$ cat config.mk
export PLATFORM = sky130hd
export DESIGN_NAME = rv32i_dmem_arbiter
export DESIGN_NICKNAME = d
export VERILOG_FILES = /design/src/rtl/rv32i_dmem_arbiter.sv
export SDC_FILE = /design/constraint.sdc
export NUM_CORES = 1
export LEC_CHECK = 0
export ABC_AREA = 0
export CORE_AREA = 3 3 118 120
export DETAILED_ROUTE_END_ITERATION = 10
export DIE_AREA = 0 0 121 123
export PLACE_DENSITY = 0.8
export RECOVER_POWER = 50
export SYNTH_ARGS = -nofsm -noshare
export SYNTH_HDL_FRONTEND = slang
export SYNTH_SLANG_ARGS = --single-unit
$ cat constraint.sdc
create_clock -name clk -period 6.1 [get_ports clk]
set_input_delay 1.22 -clock clk [delete_from_list [all_inputs] [get_ports clk]]
set_output_delay 1.22 -clock clk [all_outputs]
set_load 0.005 [all_outputs]
$ cat src/rtl/rv32i_dmem_arbiter.sv
// Two-port arbiter/sequencer in front of rv32i_data_mem: port 0 (MEM stage) has priority, port 1 (debug/loader) is anti-starved.
// Optional misalignment rejection is enabled by defining DMEM_ARB_MISALIGN_CHK_EN.
module rv32i_dmem_arbiter #(
   parameter int WIDTH        = 32,
   parameter int ADDR_WIDTH   = 32,
   parameter int STARVE_LIMIT = 4
) (
   input  logic                  clk,
   input  logic                  rst_n,
   input  logic                  i_p0_req,
   input  logic                  i_p0_we,
   input  logic [ADDR_WIDTH-1:0] i_p0_addr,
   input  logic [WIDTH-1:0]      i_p0_wdata,
   input  logic [2:0]            i_p0_func3,
   input  logic                  i_p1_req,
   input  logic                  i_p1_we,
   input  logic [ADDR_WIDTH-1:0] i_p1_addr,
   input  logic [WIDTH-1:0]      i_p1_wdata,
   input  logic [2:0]            i_p1_func3,
   output logic                  o_p0_gnt,
   output logic                  o_p0_rvalid,
   output logic [WIDTH-1:0]      o_p0_rdata,
   output logic                  o_p0_err,
   output logic                  o_p1_gnt,
   output logic                  o_p1_rvalid,
   output logic [WIDTH-1:0]      o_p1_rdata,
   output logic                  o_p1_err,
   output logic                  o_dm_we,
   output logic [ADDR_WIDTH-1:0] o_dm_addr,
   output logic [WIDTH-1:0]      o_dm_data_in,
   output logic [2:0]            o_dm_func3,
   input  logic [WIDTH-1:0]      i_dm_data_out
);

   typedef enum logic [1:0] {IDLE, RESP0, RESP1} state_t;

   state_t                state, state_next;
   logic [3:0]            starve_cnt;
   logic                  gnt0, gnt1, any_gnt;
   logic                  sel_we;
   logic [ADDR_WIDTH-1:0] sel_addr;
   logic [WIDTH-1:0]      sel_wdata;
   logic [2:0]            sel_func3;
   logic                  misaligned;
   logic [WIDTH-1:0]      resp_val;
   logic [WIDTH-1:0]      rdata0, rdata1;
   logic                  err0, err1;

   // Port 1 only overrides port 0 once it has been starved for STARVE_LIMIT cycles
   always_comb begin
      gnt1      = i_p1_req && (!i_p0_req || (starve_cnt == 4'(STARVE_LIMIT)));
      gnt0      = i_p0_req && !gnt1;
      any_gnt   = gnt0 || gnt1;
      sel_we    = gnt1 ? i_p1_we    : i_p0_we;
      sel_addr  = gnt1 ? i_p1_addr  : i_p0_addr;
      sel_wdata = gnt1 ? i_p1_wdata : i_p0_wdata;
      sel_func3 = gnt1 ? i_p1_func3 : i_p0_func3;
   end

`ifdef DMEM_ARB_MISALIGN_CHK_EN
   assign misaligned = ((sel_func3[1:0] == 2'b10) && (sel_addr[1:0] != 2'b00)) ||
                       ((sel_func3[1:0] == 2'b01) && sel_addr[0]);
`else
   assign misaligned = 1'b0;
`endif

   assign resp_val     = (misaligned || sel_we) ? '0 : i_dm_data_out;
   assign o_dm_we      = rst_n && any_gnt && sel_we && !misaligned;
   assign o_dm_addr    = sel_addr;
   assign o_dm_data_in = sel_wdata;
   assign o_dm_func3   = sel_func3;
   assign o_p0_gnt     = gnt0;
   assign o_p1_gnt     = gnt1;
   assign o_p0_rdata   = rdata0;
   assign o_p1_rdata   = rdata1;
   assign o_p0_err     = err0;
   assign o_p1_err     = err1;

   always_ff @(posedge clk or negedge rst_n) begin
      if (!rst_n) begin
         state      <= IDLE;
         starve_cnt <= 4'd0;
         rdata0     <= '0;
         rdata1     <= '0;
         err0       <= 1'b0;
         err1       <= 1'b0;
      end else begin
         state <= state_next;
         if (!i_p1_req || gnt1)
            starve_cnt <= 4'd0;
         else if (starve_cnt != 4'(STARVE_LIMIT))
            starve_cnt <= starve_cnt + 4'd1;
         if (gnt0) begin
            rdata0 <= resp_val;
            err0   <= misaligned;
         end
         if (gnt1) begin
            rdata1 <= resp_val;
            err1   <= misaligned;
         end
      end
   end

   always_comb begin
      state_next  = IDLE;
      o_p0_rvalid = (state == RESP0);
      o_p1_rvalid = (state == RESP1);
      if (gnt0)
         state_next = RESP0;
      else if (gnt1)
         state_next = RESP1;
   end

endmodule

==> reports/results.ini, run 1 <==
[status]
status=complete, but fails checks
violations=capacitance limit, slew limit

[power]
p_int_mw=1.206
ir_drop_mv=0.1932
power.switching_mw=0.3790
seqPwrFrac_pct=33.8
p_clk_share_pct=36.0
combPwrFrac_pct=30.2
p_sw_share_pct=23.92
p_per_area_nw_per_um2=202.4
p_total_mw=1.585
leakage_nw=3.482

[global_route]
grt_overflow=0
grt_max_degree=74
grt_pass1_wl_microns=23490
antenna_found_initial=0
grt_pass1_vias=3957
grt_use_total_pct=20.74

[cells_and_area]
seq_area_sq_um=1752
synthToLayoutAreaGrowth_pct=76.55
multiInputGateArea_sq_um=2389
drive_gt1_share_pct=25.16
nets=789
stdcell_count=796
n_fill_cell=1027
diodes=0

[clocking]
clk_path_buf_depth=2
post_cts_resized=0
path_clk_slew_ns=0.06
clk_latency_ns=0.33
clock-sinks=70
postCtsSetupRepairBufs=0
cts_max_level=3
cts_hold_buffers=0
cts_tree=yes
cts_root_buffer=clkbuf_16
numCtsBuffers=9

[sta]
worst_pin_slew_ns=3.630
setup_viol=0
maxSlewViolCount=69
fin_ws_ns=1.436
clock_skew_ns=0.007535
rsz0062_at_grt=false
min_period_over_period_pct=76.46
hold_viol=0
fmax_ghz=0.2144
fin_setup_tns_ns=0
fin_crit_ns=4.664
whs_ns=0.4985
slew_headroom_pct=-142.0

[synthesis]
synth_seq_cells=70
synth_edf_count=0
synthCells=312
ys_seq_area_share_pct=39.50
synth_most_common_cell=mux2_4
ys_types=22
synth-async-reset-ratio_pct=100.0
synthFlopType=dfrtp_1
syn_area_per_cell_sq_um=14.21
synthTopCellsByArea=dfrtp_1 (40%), mux2_4 (30%), mux2_2 (10%), nor2b_1 (9.3%), buf_12 (4.5%)
synth_top_cell_by_area=dfrtp_1
synth_top_area_share_pct=39.50
synth_commonest_cells=mux2_4 (90), dfrtp_1 (70), nor2b_1 (66), mux2_2 (41), buf_12 (10)
ys_warn_count=0
netlist_area_sq_um=4434

[hold_path]
holdPathEnd=o_p0_rdata[24]$_DFFE_PN0P_
min_path_type=reg2reg
worstHoldPathCells=1
hold_start=o_p0_rdata[24]$_DFFE_PN0P_

[setup_path]
crit_path_max_incr_delay_ns=0.64
endpoint_kind=primary output
worstPathCellList=dlygate4sd3_1 > a21oi_4 > buf_12 > mux2_4 > clkdlybuf4s50_1
worst_path_max_delay_cell=dlygate4sd3_1
r2r-end=o_p0_rdata[7]$_DFFE_PN0P_
worstReg2RegStart=starve_cnt[0]$_DFFE_PN0P_
start_kind=input port
cp_max_fo=73
rr_worst_depth=6
path_class=in2out
r2r_slack_ns=3.89
required_ns=4.88
crit_arrival_ns=3.44

[placed_design]
place_congestion=0.8379
place_ws_ns=1.534
port_buffers=307
dp_hpwl_microns=12820
dp.cells=780

[detailed_routing]
firstDrtPassIters=4
drt-total-wl_microns=16190
wl_per_cell_microns=20.34
drcViolationCount=0
avgViaCountPerCell=4.577
vias=3643
drt_iter0_markers=150
final_antenna_net_count=0

[floorplan]
core_sq_um=13090
die_h_microns=123
start_util_pct=33.89
die_width_microns=121
ios=310
die_area_sq_um=14880
rows=42

[run]
cap_violations=1

## final cells by class
type | count | area share (%)
clock buffers | 9 | 2.877
flip-flops and latches | 70 | 22.37
multi-input cells | 216 | 30.51
well taps | 176 | 2.813
repair buffers | 313 | 39.86
clock inverters | 7 | 1.327
inverters | 5 | 0.2397
## through the flow
step / utilization (%) / instance area, sq um
2_1_floorplan: - / 4438
3_3_place_gp: 57.35 / 7505
3_5_place_dp: 57.35 / 7505
4_1_cts: 59.87 / 7834
5_1_grt: 59.83 / 7829
6_report: 59.83 / 7829
## power by group through the flow
stage	combinational [mW]	sequential (mW)	clock, mW
2_1_floorplan	0.185	0.546	0
4_1_cts	0.501	0.538	0.589
3_5_place_dp	0.498	0.545	0
5_1_grt	0.506	0.542	0.606
6_report	0.478	0.536	0.571
3_3_place_gp	0.491	0.543	0
## how the worst max path moves through the flow
stage / depth (start not counted) / endpoint / startpoint
after global routing: 2 / o_p1_rdata[29]$_DFFE_PN0P_ / rst_n
final: 5 / o_dm_addr[28] / i_p0_req
after floorplan: 5 / o_dm_addr[0] / i_p1_req
after global placement: 6 / o_dm_addr[28] / i_p1_req
after CTS: 6 / o_dm_addr[28] / i_p1_req
after detailed placement: 6 / o_dm_addr[28] / i_p1_req
## flip-flops by register name (all words and copies together), names as in the netlist
name	count
state	2
o_p1_rdata	32
o_p0_rdata	32
starve_cnt	4
## per-layer routing
| layer | global-route usage, % | vias up | part of all wire (%) |
|---|---|---|---|
| li1 | - | 1671 | - |
| met1 | 23.02 | 1785 | 37 |
| met2 | 38.28 | 169 | 53 |
| met3 | 6.404 | 18 | 7.8 |
| met4 | 5.807 | 0 | 1.8 |
| met5 | 0 | - | 0 |
## cell families (layout without fill, tap and decap cells)
| family | count (synthesis) | in the layout | synth area share, % |
|---|---|---|---|
| multiplexers | 131 | 131 | 40.89 |
| AND/OR/NAND/NOR | 75 | 75 | 10.55 |
| adder cells (fa/ha/maj) | 2 | 2 | 0.5642 |
| XOR/XNOR | 2 | 2 | 0.3951 |
| AO/OA/AOI/OAI | 4 | 4 | 1.298 |
| other | 1 | 2 | 0.08457 |
| flip-flops | 70 | 70 | 39.50 |
| buffers and inverters | 27 | 334 | 6.715 |
## cell usage in the layout (no fill, tap or decap), types with 3 or more instances in the layout
cell type | synthesis | routed
nor2_1 | 4 | 4
inv_6 | 0 | 3
dlygate4sd3_1 | 0 | 63
nor2b_1 | 66 | 66
mux2_2 | 41 | 41
inv_1 | 5 | 5
clkbuf_16 | 0 | 9
clkdlybuf4s50_1 | 0 | 243
dfrtp_1 | 70 | 70
buf_4 | 3 | 4
mux2_4 | 90 | 90
## critical path: cells and delay by family
kind | cells | cell delay [ns]
AOI/OAI and AO/OA | 1 | 0.20
buffers and inverters | 3 | 1.59
muxes | 1 | 0.35
Note: power is estimated with default switching activity, not from simulation.
==> run 2: changes to the inputs <==
- CORE_AREA: 3 3 118 120 -> unset
- CORE_ASPECT_RATIO: unset -> 0.7
- CORE_MARGIN: unset -> 3
- CORE_UTILIZATION: unset -> 36
- DIE_AREA: 0 0 121 123 -> unset
- PLACE_DENSITY: 0.8 -> 0.84
- clock period: 6.1 -> 4.6 ns (I/O delays scaled with it)
==> run 2 against run 1 <==
The run now ends clean. Critical path type unchanged. Critical path depth up 1. Largest cell class unchanged. Clock-buffer cell count increased by 2. Cell count decreased by 2.5%.
==> reports/results.ini, run 2 (same netlist as run 1, synthesis figures left out) <==
[placed_design]
port_buffers=307
dp_hpwl_microns=13100
place_area_sq_um=7481
place_congestion=1.009
place_ws_ns=0.5977

[detailed_routing]
wl_per_cell_microns=21.06
drcViolationCount=0
drt_iter0_markers=115
avgViaCountPerCell=4.656
final_antenna_net_count=0
drt-total-wl_microns=16340
vias=3613
firstDrtPassIters=4

[floorplan]
die_h_microns=98.86
core_sq_um=11850
die_width_microns=138.7
start_util_pct=37.42
rows=33
ios=310
die_area_sq_um=13710

[clocking]
clk_path_buf_depth=2
path_clk_slew_ns=0.05
cts_root_buffer=clkbuf_16
clk_latency_ns=0.33
cts_max_level=3
numCtsBuffers=9
cts_tree=yes
post_cts_resized=0
postCtsSetupRepairBufs=0
clock-sinks=70
cts_hold_buffers=0

[sta]
fin_crit_ns=4.071
worst_pin_slew_ns=1.475
slew_headroom_pct=1.692
maxSlewViolCount=0
hold_viol=0
clock_skew_ns=0.008678
min_period_over_period_pct=88.50
fmax_ghz=0.2456
fin_setup_tns_ns=0
fin_ws_ns=0.5290
rsz0062_at_grt=false
setup_viol=0

[global_route]
grt_max_degree=69
grt_use_total_pct=23.55
antenna_found_initial=0
grt_pass1_vias=3999
grt_pass1_wl_microns=24580
grt_overflow=0

[run]
cap_violations=0

[setup_path]
r2r-end=o_p0_rdata[17]$_DFFE_PN0P_
endpoint_kind=primary output
worstReg2RegStart=starve_cnt[0]$_DFFE_PN0P_
cp_max_fo=33
required_ns=3.68
start_kind=input port
rr_worst_depth=6
crit_arrival_ns=3.15
path_class=in2out
r2r_slack_ns=2.42

[power]
ir_drop_mv=0.2248
p_per_area_nw_per_um2=264.8
leakage_nw=3.470

[hold_path]
worstHoldPathCells=1
holdPathEnd=starve_cnt[0]$_DFFE_PN0P_
min_path_type=reg2reg
hold_start=starve_cnt[0]$_DFFE_PN0P_

[cells_and_area]
layout_common_cells=clkdlybuf4s50_1 (242), mux2_4 (90), dfrtp_1 (70), nor2b_1 (66), dlygate4sd3_1 (64)
nets=789
synthToLayoutAreaGrowth_pct=75.51
final_common_cell=clkdlybuf4s50_1
drive_gt1_share_pct=24.88
diodes=0
stdcell_area_sq_um=7782

[status]
status=complete, no violations

-- run 2: critical path: stages --
cell	delay (ns)
dlygate4sd3_1	0.56
inv_1	0.12
a21oi_4	0.17
buf_4	0.50
mux2_2	0.40
clkdlybuf4s50_1	0.46
-- run 2: layout make-up --
type | count | area, sq um
Clock buffer | 11 | 232.7
Clock inverter | 4 | 72.57
Fill cell | 862 | 4068
Inverter | 5 | 18.77
Multi-Input combinational cell | 216 | 2389
Sequential cell | 70 | 1752
Tap cell | 157 | 196.4
Timing Repair Buffer | 313 | 3122
-- run 2: per-layer routing --
metal	GRT usage, %	vias to the layer above	wire, microns
met5	0	-	0
met3	8.826	18	1196
met2	40.07	135	8137
li1	-	1662	-
met1	28.47	1798	6720
met4	6.165	0	289
-- run 2: power breakdown --
group	total [mW]	switching [mW]	internal, mW
clock network	0.714	0.243	0.471
registers	0.713	0.0347	0.678
logic	0.635	0.196	0.439
total	2.06	0.474	1.59
-- run 2: how the worst max path moves through the flow --
stage	start	end	slack (ns)	cells past startpoint
floorplan	i_p1_req	o_dm_addr[0]	1.90	5
global placement	i_p1_req	o_dm_data_in[25]	0.67	6
detailed placement	i_p1_req	o_dm_data_in[28]	0.60	6
CTS	i_p1_req	o_dm_data_in[28]	0.59	6
global route	i_p1_req	o_dm_func3[0]	0.45	6
finish	i_p1_req	o_dm_data_in[28]	0.53	6
-- run 2: metrics by stage --
stage	utilization, %	hold slack [ns]	std cells	power, mW
after floorplan	-	0.4531	313	0.9692
after global placement	63.13	0.4659	761	1.371
after detailed placement	63.13	0.4905	761	1.384
after CTS	65.71	0.4688	776	2.110
after global routing	65.67	0.5163	776	2.152
final	65.67	0.4941	776	2.061
